File: src/rtl/ecc_pkg.sv
`default_nettype none
// ============================================================================
//  Module      : ecc_pkg
//  Description : Shared width constant and FSM encoding for the ECC modular
//                arithmetic units (adder and subtractor).
//  Revision    : 1.0 - initial release
// ============================================================================
package ecc_pkg;

    localparam int ECC_WIDTH = 64;

    typedef enum logic [1:0] {
        IDLE = 2'd0,
        ADD  = 2'd1,
        RED  = 2'd2,
        DONE = 2'd3
    } add_state_t;

endpackage : ecc_pkg
`default_nettype wire

File: src/rtl/digit_addsub.sv
`default_nettype none
// ============================================================================
//  Module      : digit_addsub
//  Description : Combinational DIGIT_W-bit adder/subtractor. In subtract mode
//                i_cin/o_cout carry borrow semantics (x - y - borrow_in).
//  Revision    : 1.0 - initial release
// ============================================================================
module digit_addsub #(
    parameter int DIGIT_W = 16
) (
    input  logic [DIGIT_W-1:0] i_x,
    input  logic [DIGIT_W-1:0] i_y,
    input  logic               i_sub,
    input  logic               i_cin,
    output logic [DIGIT_W-1:0] o_res,
    output logic               o_cout
);

    logic [DIGIT_W-1:0] w_y;
    logic               w_cin;
    logic               w_co;

    // Subtraction as x + ~y + ~borrow; the adder carry is the inverted borrow.
    assign w_y   = i_sub ? ~i_y : i_y;
    assign w_cin = i_sub ? ~i_cin : i_cin;
    assign {w_co, o_res} = {1'b0, i_x} + {1'b0, w_y} + {{DIGIT_W{1'b0}}, w_cin};
    assign o_cout = i_sub ? ~w_co : w_co;

endmodule : digit_addsub
`default_nettype wire

File: src/rtl/add_modular_unit.sv
`default_nettype none
// ============================================================================
//  Module      : add_modular_unit
//  Description : Digit-serial (A + B) mod P: raw-sum pass, conditional
//                P-subtraction pass, registered result with a finish pulse.
//  Revision    : 1.0 - initial release
// ============================================================================
module add_modular_unit
    import ecc_pkg::*;
#(
    parameter int DIGIT_W = 16
) (
    input  logic                 clk_i,
    input  logic                 rst_i,
    input  logic [ECC_WIDTH-1:0] a_i,
    input  logic [ECC_WIDTH-1:0] b_i,
    input  logic [ECC_WIDTH-1:0] p_i,
    input  logic                 add_start_i,
    output logic                 add_busy_o,
    output logic                 add_finish_o,
    output logic [ECC_WIDTH-1:0] add_result_o
);

    localparam int NDIG  = ECC_WIDTH / DIGIT_W;
    localparam int IDX_W = (NDIG > 1) ? $clog2(NDIG) : 1;
    localparam logic [IDX_W-1:0] c_last_idx = IDX_W'(NDIG - 1);
    localparam logic [5:0]       c_digit_w  = 6'(DIGIT_W);

    if (DIGIT_W != 8 && DIGIT_W != 16 && DIGIT_W != 32 && DIGIT_W != 64) begin : g_bad_digit_w
        $error("add_modular_unit: DIGIT_W must be 8, 16, 32 or 64");
    end

    add_state_t             r_state;
    add_state_t             w_state_nxt;
    logic [ECC_WIDTH-1:0]   r_a, r_b, r_p;
    logic [ECC_WIDTH-1:0]   r_s;
    logic                   r_s_msb;
    logic [ECC_WIDTH-1:0]   r_d;
    logic [ECC_WIDTH-1:0]   r_result;
    logic [IDX_W-1:0]       r_idx;
    logic                   r_cb;
    logic                   r_finish;

    logic                   w_last;
    logic                   w_sub;
    logic [5:0]             w_base;
    logic [DIGIT_W-1:0]     w_x, w_y, w_res;
    logic                   w_cout;

    assign w_last = (r_idx == c_last_idx);
    assign w_sub  = (r_state == RED);
    assign w_base = 6'(r_idx) * c_digit_w;
    assign w_x    = w_sub ? r_s[w_base +: DIGIT_W] : r_a[w_base +: DIGIT_W];
    assign w_y    = w_sub ? r_p[w_base +: DIGIT_W] : r_b[w_base +: DIGIT_W];

    // One digit unit serves both passes; mode follows the FSM state.
    digit_addsub #(
        .DIGIT_W (DIGIT_W)
    ) u_digit (
        .i_x    (w_x),
        .i_y    (w_y),
        .i_sub  (w_sub),
        .i_cin  (r_cb),
        .o_res  (w_res),
        .o_cout (w_cout)
    );

    always_ff @(posedge clk_i) begin
        if (rst_i) begin
            r_state <= IDLE;
        end else begin
            r_state <= w_state_nxt;
        end
    end

    always_comb begin
        w_state_nxt = r_state;
        case (r_state)
            IDLE:    if (add_start_i) w_state_nxt = ADD;
            ADD:     if (w_last)      w_state_nxt = RED;
            RED:     if (w_last)      w_state_nxt = DONE;
            DONE:                     w_state_nxt = IDLE;
            default:                  w_state_nxt = IDLE;
        endcase
    end

    always_ff @(posedge clk_i) begin
        if (rst_i) begin
            r_a      <= '0;
            r_b      <= '0;
            r_p      <= '0;
            r_s      <= '0;
            r_s_msb  <= 1'b0;
            r_d      <= '0;
            r_result <= '0;
            r_idx    <= '0;
            r_cb     <= 1'b0;
            r_finish <= 1'b0;
        end else begin
            r_finish <= 1'b0;
            case (r_state)
                IDLE: begin
                    if (add_start_i) begin
                        r_a   <= a_i;
                        r_b   <= b_i;
                        r_p   <= p_i;
                        r_cb  <= 1'b0;
                        r_idx <= '0;
                    end
                end
                ADD: begin
                    r_s[w_base +: DIGIT_W] <= w_res;
                    if (w_last) begin
                        r_s_msb <= w_cout;
                        r_cb    <= 1'b0;
                        r_idx   <= '0;
                    end else begin
                        r_cb  <= w_cout;
                        r_idx <= r_idx + 1'b1;
                    end
                end
                RED: begin
                    r_d[w_base +: DIGIT_W] <= w_res;
                    r_cb <= w_cout;
                    r_idx <= w_last ? '0 : r_idx + 1'b1;
                end
                DONE: begin
                    // 65-bit borrow is clear when the sum carried out or the
                    // low 64-bit subtraction did not borrow, i.e. S >= P.
                    r_result <= (r_s_msb | ~r_cb) ? r_d : r_s;
                    r_finish <= 1'b1;
                end
                default: ;
            endcase
        end
    end

    assign add_busy_o   = (r_state == ADD) || (r_state == RED);
    assign add_finish_o = r_finish;
    assign add_result_o = r_result;

endmodule : add_modular_unit
`default_nettype wire

File: config.mk
export PLATFORM = sky130hd
export DESIGN_NAME = add_modular_unit
export DESIGN_NICKNAME = d
export VERILOG_FILES = /design/src/rtl/ecc_pkg.sv /design/src/rtl/digit_addsub.sv /design/src/rtl/add_modular_unit.sv
export SDC_FILE = /design/constraint.sdc
export NUM_CORES = 1
export LEC_CHECK = 0
export CORE_MARGIN = 4
export CORE_UTILIZATION = 54
export CTS_CLUSTER_SIZE = 25
export DETAILED_ROUTE_END_ITERATION = 6
export PLACE_DENSITY = 0.76
export SYNTH_ARGS = -nofsm -noshare
export SYNTH_HDL_FRONTEND = slang
export SYNTH_SLANG_ARGS = --single-unit
File: constraint.sdc
create_clock -name clk_i -period 5.9 [get_ports clk_i]
set_input_delay 0.59 -clock clk_i [delete_from_list [all_inputs] [get_ports clk_i]]
set_output_delay 0.59 -clock clk_i [all_outputs]
set_load 0.01 [all_outputs]
==> results of run 1 <==
## final timing paths
path                    startpoint                    to  slack [ns]  depth (start not counted)
min reg2reg   r_d[47]$_SDFFE_PP0P_  r_d[47]$_SDFFE_PP0P_        0.45                          2
max reg2reg  r_idx[0]$_SDFFE_PP0P_     r_cb$_SDFFE_PP0P_        1.35                         14
max          r_idx[0]$_SDFFE_PP0P_     r_cb$_SDFFE_PP0P_        1.35                         14
min           r_d[47]$_SDFFE_PP0P_  r_d[47]$_SDFFE_PP0P_        0.45                          2
## layout make-up
class | instances | area, µm²
fillers | 2534 | 9911
clock buffers | 56 | 1152
repair buffers | 275 | 2733
multi-input cells | 1410 | 8643
flip-flops and latches | 391 | 7833
clock inverters | 12 | 101.3
well taps | 396 | 495.5
inverters | 11 | 41.29
## layer usage
layer	global-route usage (%)	vias up	wire length, µm
li1	-	7222	-
met1	40.38	7143	21410
met2	46.28	741	23780
met4	9.589	2	1996
met5	0	-	8
met3	5.609	122	5060
## cells by family (layout without fill, tap and decap cells)
| logic type | Yosys count | count (layout) | share of synthesized area [%] |
|---|---|---|---|
| buf+inv | 175 | 354 | 3.956 |
| compound gates | 467 | 467 | 16.58 |
| flops | 391 | 391 | 45.74 |
| fa+ha+maj | 30 | 30 | 2.281 |
| xor+xnor | 5 | 5 | 0.2559 |
| simple gates | 777 | 777 | 18.85 |
| mux | 131 | 131 | 12.34 |
## cell usage after synthesis, types with 2 or more instances
cell                        instances  share of area [%]
sky130_fd_sc_hd__inv_1              9               0.20
sky130_fd_sc_hd__mux2i_1           67                3.9
sky130_fd_sc_hd__and2_1            18               0.66
sky130_fd_sc_hd__and3_1             4               0.15
sky130_fd_sc_hd__buf_1             13               0.29
sky130_fd_sc_hd__o31ai_1           17               0.75
sky130_fd_sc_hd__nand3_1            5               0.15
sky130_fd_sc_hd__nor3b_1            4               0.18
sky130_fd_sc_hd__o21ai_0           20               0.58
sky130_fd_sc_hd__o2111a_1           3               0.20
sky130_fd_sc_hd__dfxtp_1          391                 46
sky130_fd_sc_hd__nor3_1            25               0.73
sky130_fd_sc_hd__mux4_2            64                8.4
sky130_fd_sc_hd__a211oi_1          66                2.9
sky130_fd_sc_hd__a31oi_1           10               0.37
sky130_fd_sc_hd__a31o_1             2               0.10
sky130_fd_sc_hd__a32o_1            23                1.3
sky130_fd_sc_hd__a21o_1             8               0.35
sky130_fd_sc_hd__o2111ai_1          3               0.15
sky130_fd_sc_hd__nand4_1           32                1.2
sky130_fd_sc_hd__a21oi_1          266                7.8
sky130_fd_sc_hd__o21a_1             2              0.088
sky130_fd_sc_hd__clkbuf_1         135                3.0
sky130_fd_sc_hd__a311oi_1           2               0.10
sky130_fd_sc_hd__nand2_1          536                 12
sky130_fd_sc_hd__fa_1               2               0.23
sky130_fd_sc_hd__a22o_1             8               0.41
sky130_fd_sc_hd__nor2_1           121                2.7
sky130_fd_sc_hd__ha_1              28                2.0
sky130_fd_sc_hd__xnor2_1            4               0.20
sky130_fd_sc_hd__nand2b_1           2              0.073
sky130_fd_sc_hd__buf_2             16               0.47
sky130_fd_sc_hd__a32oi_1            2               0.10
sky130_fd_sc_hd__or3_1             18               0.66
sky130_fd_sc_hd__nor2b_1            4               0.15
sky130_fd_sc_hd__o21ai_1           25               0.73
## flip-flops by register name (all words and copies together) (netlist names)
register,cells
add_result_o,64
r_a,64
r_b,64
r_d,64
r_p,64
r_s,64
r_idx,2
r_state,2
add_finish_o,1
r_cb,1
r_s_msb,1
## power by group through the flow
stage	sequential [mW]	combinational [mW]	clock (mW)
floorplan	3.24	2.33	0
global route	3.40	3.69	2.57
finish	3.36	3.44	2.43
detailed placement	3.41	3.36	0
CTS	3.36	3.37	2.45
global placement	3.40	3.29	0
## tightest hold or removal path, delay by kind of cell (launching register included)
kind	cells	cell delay (ns)
flops	1	0.31
simple gates	1	0.05
compound gates	1	0.05
## cells in the final DEF (no fill, tap or decap), drive strengths merged, types with 10 or more instances in the layout
cell type / n
a32o: 23
o31ai: 17
buf: 16
nor2: 121
inv: 13
nand4: 32
and2: 19
a21oi: 266
or3: 19
clkbuf: 56
ha: 28
clkdlybuf4s50: 259
mux4: 64
o21ai: 46
a31oi: 10
a211oi: 66
nand2: 536
nor3: 25
mux2i: 67
dfxtp: 391
## metrics by stage
step	utilization (%)	total power, mW	cell area, µm²	worst slack, ns	hold slack [ns]
6_report	67.94	9.228	21000	1.350	0.4466
5_1_grt	67.94	9.661	21000	0.9833	0.4660
4_1_cts	67.92	9.174	20990	1.324	0.4487
3_5_place_dp	63.86	6.765	19740	1.383	0.4408
3_3_place_gp	63.86	6.694	19740	1.388	0.4370
2_1_floorplan	-	5.567	17110	1.678	0.4244
==> Flow_metrics.wiki, run 1 <==
{| class="wikitable"
! Metric !! Value
|-
| Crit path max fanout || 49
|-
| Detailed placer's ending HPWL || 37.34 mm
|-
| Post-CTS repair timing setup buffer count || 0
|-
| RSZ-0062 raised after global routing || no
|-
| Power density normalized to cell area || 439.5 mW/mm²
|-
| Critical path data required time || 6.34 ns
|-
| PortBufs || 260
|-
| Count of final hold-check violations || 0
|-
| Number of placed instances, taps included || 2483
|-
| Main synth FF type || sky130_fd_sc_hd__dfxtp_1
|-
| Proportion of register bits with asynchronous set or reset after synthesis || 0%
|-
| Horizontal die dimension || 186.0 µm
|-
| Hold Crit Class || reg -> reg
|-
| CTS buffer count || 40
|-
| Post-detailed-routing wire length || roughly 52 mm
|-
| Number of enable-type register cells in the synthesized netlist || 0
|-
| Routed length per placed instance || 20.48 µm
|-
| Clock group share of total power || 26.3%
|-
| Int Power || 5.673 mW
|-
| Total of hold buffers inserted after clock tree synthesis || 0
|-
| I/O pin count || 261
|-
| Proportion of power drawn by flip-flops and latches || 36.5%
|-
| Via count || 15230
|-
| Die Y-Extent || about 190 µm
|-
| Final total negative setup slack || 0 ns
|-
| Slowest stage delay, CP || 0.90 ns
|-
| Comb power frac || 37.2%
|-
| Congestion Overflow GR || 0
|-
| Antenna violations before repair || 1
|-
| Number of different library cells in the post-synthesis netlist || 57
|-
| Count of instances resized after the clock tree is built || 0
|-
| Type of the setup path with the least slack || reg -> reg
|-
| Number of global-route vias before repair || between 10000 and 15000
|-
| Largest net degree at the start of global routing || 188
|-
| Minimum clock period || around 4.6 ns
|-
| Synth Cell Area || 0.01711 mm²
|-
| Synthesized netlist cell count || 1976
|-
| F_max || 219.8 MHz
|-
| Detailed-route DRC error count || 2
|-
| Fraction of layout cells with a size suffix above 1 || 7.193%
|-
| Clock sink total || 391
|-
| Initial core utilization || between 50% and 60%
|-
| Final-report setup violation count || 0
|-
| Nature of the critical path startpoint || flop
|-
| Crit share post-route || 77.12%
|-
| Synthesized netlist net count || 2201
|-
| Number of buffer and inverter instances along the worst setup path || 1
|-
| CTS tree || yes
|-
| Maximum root-to-sink buffer count || 3
|-
| Total leakage power || 7.282 nW
|-
| Core footprint || 0.03091 mm²
|-
| Failing checks || design-rule violations
|-
| Fraction of the yosys area taken by sequential cells || a little under half
|-
| Iteration count of the initial detailed-routing pass || 7
|-
| All-layer global routing usage || between 20% and 30%
|-
| Switching power of the nets || around 3.6 mW
|-
| Slew at the pin closest to its max-slew limit || 1.102 ns
|-
| Status || complete, but fails checks
|-
| Critical path's top delay family || compound AO/OA/AOI/OAI gates
|-
| DRT iter0 DRCs || 1402
|-
| Nets || 2354
|-
| Critical Path End Type || flop
|-
| Maximum resistive drop on vdd || 0.2829 mV
|-
| Arrival time of the worst setup path || 4.99 ns
|-
| Headroom to the max-slew limit || 26.52%
|-
| Ant diodes || 0
|-
| Final Wtd Congestion || 0.9634
|-
| Area of the die || 0.03460 mm²
|-
| Clk Latency, worst-skew pair || 0.53 ns
|-
| Number of rows created at floorplan || 64
|-
| Sw Ratio || 38.52%
|-
| Library cell used as clock root buffer || sky130_fd_sc_hd__clkbuf_16
|-
| H-tree Lvls || 2
|-
| Post-Syn Area per Cell || ~8.7 µm²
|-
| Final standard cell count with taps included and fillers excluded || around 2600
|-
| # Max-Cap Violations || 0
|-
| Via-per-instance ratio || 5.970
|-
| CP max stage cell || sky130_fd_sc_hd__dfxtp_4
|-
| Number of flip-flops and latches in the synthesized netlist || 391
|-
| Number of warnings reported in the yosys synthesis log || 0
|-
| Clock-pin transition on the worst setup and hold timing paths || 0.06 ns
|-
| Global-route wire length before repair || 79.32 mm
|-
| Max-slew violation total from the final report || 0
|-
| Area Overhead vs Synth || 22.71%
|-
| Worst clock skew || 0.01931 ns
|-
| Critical path, cell by cell || buf_4 -> mux4_2 -> nand2_1 -> nand2_1 -> ha_1 -> a21o_1 -> a31oi_1 -> o21ai_1 -> or2_1 -> a221oi_1 -> ha_1 -> nor3b_1 -> o2111ai_1 -> a21oi_1
|-
| Residual antenna-violating net count after detailed routing || 0
|}
Note: power is estimated with default switching activity, not from simulation.
==> inputs of run 2 (changes only) <==
--- a/config.mk
+++ b/config.mk
@@ -6,10 +6,10 @@
 export NUM_CORES = 1
 export LEC_CHECK = 0
 export CORE_MARGIN = 4
-export CORE_UTILIZATION = 54
+export CORE_UTILIZATION = 49
 export CTS_CLUSTER_SIZE = 25
 export DETAILED_ROUTE_END_ITERATION = 6
-export PLACE_DENSITY = 0.76
+export PLACE_DENSITY = 0.72
 export SYNTH_ARGS = -nofsm -noshare
 export SYNTH_HDL_FRONTEND = slang
 export SYNTH_SLANG_ARGS = --single-unit
==> constraint.sdc (replaced) <==
create_clock -name clk_i -period 4 [get_ports clk_i]
set_input_delay 0.4 -clock clk_i [delete_from_list [all_inputs] [get_ports clk_i]]
set_output_delay 0.4 -clock clk_i [all_outputs]
set_load 0.01 [all_outputs]
==> Flow_metrics.wiki, run 2 (synthesized netlist as in run 1, its figures left out) <==
{| class="wikitable"
! Metric !! Value
|-
| Congestion Overflow GR || 0 (unchanged)
|-
| Total leakage power || 7.742 nW (was 7.282 nW)
|-
| Via-per-instance ratio || 5.711 (was 5.970)
|-
| Critical path, cell by cell || buf_12 -> mux4_2 -> o21ai_0 -> ha_1 -> a21o_1 -> a21oi_1 -> a21oi_1 -> or2_1 -> a221oi_1 -> buf_4 -> ha_1 -> nor3b_1 -> o2111ai_1 -> a21oi_1 (was buf_4 -> mux4_2 -> nand2_1 -> nand2_1 -> ha_1 -> a21o_1 -> a31oi_1 -> o21ai_1 -> or2_1 -> a221oi_1 -> ha_1 -> nor3b_1 -> o2111ai_1 -> a21oi_1)
|-
| Final-report setup violation count || 0 (unchanged)
|-
| Area of the die || 0.03798 mm² (was 0.03460 mm²)
|-
| Final total negative setup slack || 0 ns (unchanged)
|-
| Headroom to the max-slew limit || 40.06% (was 26.52%)
|-
| Residual antenna-violating net count after detailed routing || 0 (unchanged)
|-
| CTS tree || yes (unchanged)
|-
| Hold Crit Class || in -> reg (was reg -> reg)
|-
| RSZ-0062 raised after global routing || no (unchanged)
|-
| H-tree Lvls || 2 (unchanged)
|-
| Detailed placer's ending HPWL || 40.32 mm (was 37.34 mm)
|-
| Final standard cell count with taps included and fillers excluded || 2685 (was 2551)
|-
| Horizontal die dimension || 194.9 µm (was 186.0 µm)
|-
| Max-slew violation total from the final report || 0 (unchanged)
|-
| Nature of the critical path startpoint || flop (unchanged)
|-
| PortBufs || 260 (unchanged)
|-
| Number of global-route vias before repair || 14950 (was 14210)
|-
| Area Overhead vs Synth || 28.22% (was 22.71%)
|-
| # Max-Cap Violations || 0 (unchanged)
|-
| Clock group share of total power || 26.1% (was 26.3%)
|-
| Core footprint || 0.03446 mm² (was 0.03091 mm²)
|-
| Launch point of the worst reg-to-reg path || r_idx[0]$_SDFFE_PP0P_ (unchanged)
|-
| Int Power || 9.190 mW (was 5.673 mW)
|-
| Proportion of power drawn by flip-flops and latches || 33.0% (was 36.5%)
|-
| Routed length per placed instance || 20.45 µm (was 20.48 µm)
|-
| Status || finished, final reports clean (was complete, but fails checks)
|-
| Die Y-Extent || 194.9 µm (was 186.0 µm)
|-
| All-layer global routing usage || 27.52% (was 29.15%)
|-
| Comb power frac || 40.9% (was 37.2%)
|-
| Sw Ratio || 37.38% (was 38.52%)
|-
| Antenna violations before repair || 0 (was 1)
|-
| Slew at the pin closest to its max-slew limit || 0.8960 ns (was 1.102 ns)
|-
| Clock sink total || 391 (unchanged)
|-
| Final Hold Slack || 0.3373 ns (was 0.4466 ns)
|-
| Most common library cell in the layout ignoring fill and taps || sky130_fd_sc_hd__nand2_1 (unchanged)
|-
| Fraction of layout cells with a size suffix above 1 || 10.63% (was 7.193%)
|-
| Arrival time of the worst setup path || 4.20 ns (was 4.99 ns)
|-
| Count of final hold-check violations || 0 (unchanged)
|-
| Minimum clock period || 3.755 ns (was 4.550 ns)
|-
| CP max stage cell || sky130_fd_sc_hd__mux4_2 (was sky130_fd_sc_hd__dfxtp_4)
|-
| Detailed-route DRC error count || 0 (was 2)
|-
| Initial core utilization || 49.66% (was 55.36%)
|-
| Number of placed instances, taps included || 2610 (was 2483)
|-
| Crit path max fanout || 16 (was 49)
|-
| Nets || 2427 (was 2354)
|-
| Cell repeated most along the worst path || sky130_fd_sc_hd__a21oi_1
|-
| Maximum resistive drop on vdd || 0.3124 mV (was 0.2829 mV)
|-
| Via count || 15340 (was 15230)
|-
| Final Wtd Congestion || 1.003 (was 0.9634)
|-
| Switching power of the nets || 5.485 mW (was 3.555 mW)
|-
| Ant diodes || 0 (unchanged)
|-
| Total of hold buffers inserted after clock tree synthesis || 0 (unchanged)
|-
| Critical Path Source || r_idx[0]$_SDFFE_PP0P_ (unchanged)
|-
| Launch point of the worst hold path || rst_i (was r_d[47]$_SDFFE_PP0P_)
|-
| Iteration count of the initial detailed-routing pass || 6 (was 7)
|-
| Slowest stage delay, CP || 0.52 ns (was 0.90 ns)
|-
| Maximum root-to-sink buffer count || 3 (unchanged)
|-
| Post-detailed-routing wire length || 54.90 mm (was 52.26 mm)
|-
| CTS buffer count || 40 (unchanged)
|-
| Number of rows created at floorplan || 68 (was 64)
|-
| Global-route wire length before repair || 83.91 mm (was 79.32 mm)
|-
| Power density normalized to cell area || 668.9 mW/mm² (was 439.5 mW/mm²)
|-
| I/O pin count || 261 (unchanged)
|-
| Critical path data required time || 4.45 ns (was 6.34 ns)
|-
| DRT iter0 DRCs || 1209 (was 1402)
|-
| Critical Path End Type || flop (unchanged)
|-
| Crit share post-route || 93.87% (was 77.12%)
|-
| Commonest non-fill, non-tap cells in the layout || 535 x sky130_fd_sc_hd__nand2_1, 389 x sky130_fd_sc_hd__dfxtp_1, 266 x sky130_fd_sc_hd__a21oi_1 (unchanged)
|-
| F_max || 266.3 MHz (was 219.8 MHz)
|-
| Worst clock skew || 0.01582 ns (was 0.01931 ns)
|-
| Clk Latency, worst-skew pair || 0.53 ns (about the same)
|-
| Type of the setup path with the least slack || reg -> reg (unchanged)
|-
| Largest net degree at the start of global routing || 138 (was 188)
|-
| Library cell used as clock root buffer || sky130_fd_sc_hd__clkbuf_16 (unchanged)
|-
| Clock-pin transition on the worst setup and hold timing paths || 0.06 ns (about the same)
|}
==> run 2: changes by cell type in the layout (fill, tap and decap cells not counted), sizes merged <==
cell      before  now
bufinv         1    4
buf           16   87
inv           13   12
clkinvlp       2    4
==> run 2: area by class of cell <==
cell class	instances	area [µm²]
flip-flops and latches	391	7833
well taps	455	569.3
clock inverters	16	197.7
fillers	2930	12520
repair buffers	348	3478
inverters	11	41.29
clock buffers	54	1165
multi-input cells	1410	8657
==> run 2: critical path, delay by kind of cell (launching register included) <==
| family | cells | cell delay, ns |
|---|---|---|
| AO/OA/AOI/OAI | 7 | 1.35 |
| adder cells (fa/ha/maj) | 2 | 0.54 |
| multiplexers | 1 | 0.52 |
| flip-flops | 1 | 0.46 |
| AND/OR/NAND/NOR | 2 | 0.41 |
| buffers and inverters | 2 | 0.38 |
==> run 2: final timing paths <==
path | to | slack (ns) | cells past startpoint
hold / removal | r_d[32]$_SDFFE_PP0P_ | 0.34 | 2
setup / recovery | r_cb$_SDFFE_PP0P_ | 0.25 | 14
setup reg to reg | r_cb$_SDFFE_PP0P_ | 0.25 | 14
hold reg to reg | r_d[47]$_SDFFE_PP0P_ | 0.45 | 2
==> run 2: per-stage QoR <==
step | cell area (µm²) | setup WS (ns) | power (mW) | utilization (%)
2_1_floorplan | 17120 | 0.02674 | 8.213 | -
3_3_place_gp | 20470 | 0.2472 | 10.60 | 59.42
3_5_place_dp | 20470 | 0.1519 | 10.71 | 59.42
4_1_cts | 21840 | 0.1378 | 14.53 | 63.37
5_1_grt | 21940 | 0.02136 | 15.37 | 63.67
6_report | 21940 | 0.2450 | 14.68 | 63.67
==> run 2: what timing repair did <==
item | in CTS | in global routing
endpoints found under the setup margin | 0 | 1
setup buffers | 0 | 3
resized for setup | 0 | 7
==> run 2: layer usage <==
metal | wire length (µm) | global-route usage [%] | part of all wire [%]
met2 | 25230 | 44.67 | 46
met3 | 4457 | 4.316 | 8.1
met5 | 0 | 0 | 0
met4 | 2242 | 10.03 | 4.1
met1 | 22970 | 37.47 | 42
==> run 2: power groups by stage <==
| stage | logic, mW | clock network, mW | registers (mW) |
|---|---|---|---|
| after floorplan | 3.44 | 0 | 4.78 |
| after detailed placement | 5.79 | 0 | 4.92 |
| after CTS | 5.82 | 3.87 | 4.84 |
| final | 6.00 | 3.83 | 4.85 |
| after global routing | 6.45 | 4.03 | 4.89 |
| after global placement | 5.70 | 0 | 4.90 |
==> inputs of run 3 (changes only) <==
--- a/config.mk
+++ b/config.mk
@@ -10,6 +10,7 @@
 export CTS_CLUSTER_SIZE = 25
 export DETAILED_ROUTE_END_ITERATION = 6
 export PLACE_DENSITY = 0.72
+export RECOVER_POWER = 50
 export SYNTH_ARGS = -nofsm -noshare
 export SYNTH_HDL_FRONTEND = slang
 export SYNTH_SLANG_ARGS = --single-unit
==> Flow_metrics.wiki, run 3 (synthesized netlist as in run 1, its figures left out) <==
{| class="wikitable"
! Metric !! Value
|-
| Status || complete, but fails checks (was finished, final reports clean)
|-
| Failing checks || max-capacitance violations, max-slew violations
|-
| Power density normalized to cell area || 667.9 mW/mm² (was 668.9 mW/mm²)
|-
| Crit share post-route || 93.46% (was 93.87%)
|-
| Int Power || 9.159 mW (was 9.190 mW)
|-
| Area Overhead vs Synth || 28.09% (was 28.22%)
|-
| Worst Hold Path EP || r_d[32]$_SDFFE_PP0P_ (unchanged)
|-
| Area taken by flip-flops and latches || 0.007833 mm² (unchanged)
|-
| Number of instances on the worst hold path || 2 (unchanged)
|-
| CP max stage cell || sky130_fd_sc_hd__mux4_2 (unchanged)
|-
| PortBufs || 260 (unchanged)
|-
| DRT iter0 DRCs || 1279 (was 1209)
|-
| Reg-to-Reg End || r_cb$_SDFFE_PP0P_ (unchanged)
|-
| Clock-pin transition on the worst setup and hold timing paths || 0.06 ns (about the same)
|-
| RSZ-0062 raised after global routing || no (unchanged)
|-
| Detailed placer's ending HPWL || 40.32 mm (unchanged)
|-
| Die Y-Extent || 194.9 µm (unchanged)
|-
| Critical path's top delay family || compound AO/OA/AOI/OAI gates (unchanged)
|-
| Worst clock skew || 0.01417 ns (was 0.01582 ns)
|-
| Count of final hold-check violations || 0 (unchanged)
|-
| Proportion of power drawn by flip-flops and latches || 33.1% (was 33.0%)
|-
| Most common library cell in the layout ignoring fill and taps || sky130_fd_sc_hd__nand2_1 (unchanged)
|-
| Via-per-instance ratio || 5.726 (was 5.711)
|-
| Type of the setup path with the least slack || reg -> reg (unchanged)
|-
| Fraction of layout cells with a size suffix above 1 || 10.54% (was 10.63%)
|-
| Worst r2r path cells || 15 (was 14)
|-
| Post-placement cell area || 0.02047 mm² (unchanged)
|-
| # Max-Cap Violations || 2 (was 0)
|-
| Area of the die || 0.03798 mm² (unchanged)
|-
| Residual antenna-violating net count after detailed routing || 0 (unchanged)
|-
| Critical path, cell by cell || buf_12 -> mux4_2 -> nand2_1 -> nand2_1 -> ha_1 -> a21o_1 -> a31oi_1 -> o21ai_1 -> or2_1 -> a221oi_1 -> buf_4 -> ha_1 -> nor3b_1 -> o2111ai_1 -> a21oi_1 (was buf_12 -> mux4_2 -> o21ai_0 -> ha_1 -> a21o_1 -> a21oi_1 -> a21oi_1 -> or2_1 -> a221oi_1 -> buf_4 -> ha_1 -> nor3b_1 -> o2111ai_1 -> a21oi_1)
|-
| Clock group share of total power || 26.1% (about the same)
|-
| Initial core utilization || 49.66% (unchanged)
|-
| Hold Crit Class || in -> reg (unchanged)
|-
| Setup slack, reg-to-reg || 0.26 ns (was 0.25 ns)
|-
| Post-detailed-routing wire length || 54.92 mm (was 54.90 mm)
|-
| CTS tree || yes (unchanged)
|-
| Maximum root-to-sink buffer count || 3 (unchanged)
|-
| Number of global-route vias before repair || 14950 (unchanged)
|-
| Iteration count of the initial detailed-routing pass || 5 (was 6)
|-
| Switching power of the nets || 5.481 mW (was 5.485 mW)
|-
| Via count || 15370 (was 15340)
|-
| Number of buffer and inverter instances along the worst setup path || 2 (unchanged)
|-
| F_max || 267.5 MHz (was 266.3 MHz)
|-
| Nets || 2427 (unchanged)
|-
| Detailed-route DRC error count || 0 (unchanged)
|-
| Final total negative setup slack || 0 ns (unchanged)
|-
| Total power draw || 14.64 mW (was 14.68 mW)
|-
| Final core utilization || 63.61% (was 63.67%)
|-
| Congestion Overflow GR || 0 (unchanged)
|-
| Ant diodes || 0 (unchanged)
|-
| H-tree Lvls || 2 (unchanged)
|-
| Library cell used as clock root buffer || sky130_fd_sc_hd__clkbuf_16 (unchanged)
|-
| Final Wtd Congestion || 1.003 (unchanged)
|-
| Sw Ratio || 37.44% (was 37.38%)
|-
| Number of rows created at floorplan || 68 (unchanged)
|-
| Minimum clock period || 3.738 ns (was 3.755 ns)
|-
| Final-report setup violation count || 0 (unchanged)
|-
| Total non-filler cell area in the finished layout || 0.02192 mm² (was 0.02194 mm²)
|-
| Total leakage power || 7.955 nW (was 7.742 nW)
|-
| Area of the multi-input gates || 0.008655 mm² (was 0.008657 mm²)
|-
| FILL cells || 2934 (was 2930)
|-
| Launch point of the worst reg-to-reg path || r_idx[0]$_SDFFE_PP0P_ (unchanged)
|-
| Routed length per placed instance || 20.45 µm (about the same)
|-
| Slowest stage delay, CP || 0.50 ns (was 0.52 ns)
|-
| Commonest non-fill, non-tap cells in the layout || 535 x sky130_fd_sc_hd__nand2_1, 389 x sky130_fd_sc_hd__dfxtp_1, 266 x sky130_fd_sc_hd__a21oi_1 (unchanged)
|-
| Critical Path End Type || flop (unchanged)
|-
| All-layer global routing usage || 27.52% (unchanged)
|-
| Nature of the critical path startpoint || flop (unchanged)
|-
| Core footprint || 0.03446 mm² (unchanged)
|-
| Slew at the pin closest to its max-slew limit || 2.387 ns (was 0.8960 ns)
|-
| Crit path max fanout || 13 (was 16)
|-
| Critical path data required time || 4.44 ns (was 4.45 ns)
|-
| I/O pin count || 261 (unchanged)
|-
| Antenna violations before repair || 0 (unchanged)
|-
| Horizontal die dimension || 194.9 µm (unchanged)
|-
| Clock sink total || 391 (unchanged)
|-
| CTS buffer count || 40 (unchanged)
|-
| Launch point of the worst hold path || rst_i (unchanged)
|-
| Headroom to the max-slew limit || -59.14% (was 40.06%)
|-
| Arrival time of the worst setup path || 4.18 ns (was 4.20 ns)
|-
| Clk Latency, worst-skew pair || 0.53 ns (about the same)
|-
| Comb power frac || 40.8% (was 40.9%)
|-
| Largest net degree at the start of global routing || 138 (unchanged)
|-
| Max-slew violation total from the final report || 173 (was 0)
|-
| Global-route wire length before repair || 83.91 mm (unchanged)
|-
| Maximum resistive drop on vdd || 0.3158 mV (was 0.3124 mV)
|}
[run 3: worst max-delay path by stage]
stage / end / cells after the start / slack (ns) / startpoint
4_1_cts: r_cb$_SDFFE_PP0P_ / 17 / 0.14 / r_state[0]$_SDFFE_PP0P_
2_1_floorplan: r_cb$_SDFFE_PP0P_ / 19 / 0.03 / r_state[0]$_SDFFE_PP0P_
6_report: r_cb$_SDFFE_PP0P_ / 15 / 0.26 / r_idx[0]$_SDFFE_PP0P_
3_3_place_gp: r_cb$_SDFFE_PP0P_ / 15 / 0.25 / r_idx[0]$_SDFFE_PP0P_
3_5_place_dp: r_cb$_SDFFE_PP0P_ / 17 / 0.15 / r_state[0]$_SDFFE_PP0P_
5_1_grt: r_cb$_SDFFE_PP0P_ / 18 / 0.02 / r_state[0]$_SDFFE_PP0P_
[run 3: worst reg2reg max path, cell delays in order, from the launching register on]
cell and delay, ns:
sky130_fd_sc_hd__dfxtp_4 0.46, sky130_fd_sc_hd__buf_12 0.20, sky130_fd_sc_hd__mux4_2 0.51, sky130_fd_sc_hd__nand2_1 0.13
sky130_fd_sc_hd__nand2_1 0.10, sky130_fd_sc_hd__ha_1 0.37, sky130_fd_sc_hd__a21o_1 0.22, sky130_fd_sc_hd__a31oi_1 0.18
sky130_fd_sc_hd__o21ai_1 0.11, sky130_fd_sc_hd__or2_1 0.24, sky130_fd_sc_hd__a221oi_1 0.29, sky130_fd_sc_hd__buf_4 0.16
sky130_fd_sc_hd__ha_1 0.23, sky130_fd_sc_hd__nor3b_1 0.19, sky130_fd_sc_hd__o2111ai_1 0.12, sky130_fd_sc_hd__a21oi_1 0.14
[run 3: timing repair]
action / 4_1_cts / 5_1_grt
endpoints found under the setup margin: 0 / 1
setup buffers: 0 / 3
hold buffers: 0 / 0
resized for setup: 0 / 7
[run 3: layer usage]
layer  share of wire, %  vias up  GRT usage [%]  wire, µm
li1                   -     7365              -         -
met1                 42     7251          37.47     22840
met2                 46      645          44.67     25310
met3                8.1      113          4.316      4445
met4                4.2        0          10.03      2322
met5                  0        -              0         0
[run 3: metrics by stage]
step / hold slack (ns) / worst slack (ns) / cells
after floorplan: 0.4244 / 0.02674 / 1976
after global placement: 0.4352 / 0.2472 / 2610
after detailed placement: 0.4386 / 0.1519 / 2610
after CTS: 0.3663 / 0.1378 / 2680
after global routing: 0.3852 / 0.02155 / 2685
final: 0.3337 / 0.2615 / 2685
[run 3: layout make-up]
cell class,instances,share of cell area [%]
tap,455,2.597
multi-input combinational,1410,39.48
clock inverter,16,0.9019
clock buffer,54,5.314
timing repair buffer,348,15.78
sequential,391,35.73
inverter,11,0.1884
[run 3: power by group through the flow]
stage	Clock, mW	Combinational [mW]	Sequential [mW]
6_report	3.83	5.97	4.85
3_3_place_gp	0	5.70	4.90
3_5_place_dp	0	5.79	4.92
5_1_grt	4.03	6.42	4.89
2_1_floorplan	0	3.44	4.78
4_1_cts	3.87	5.82	4.84
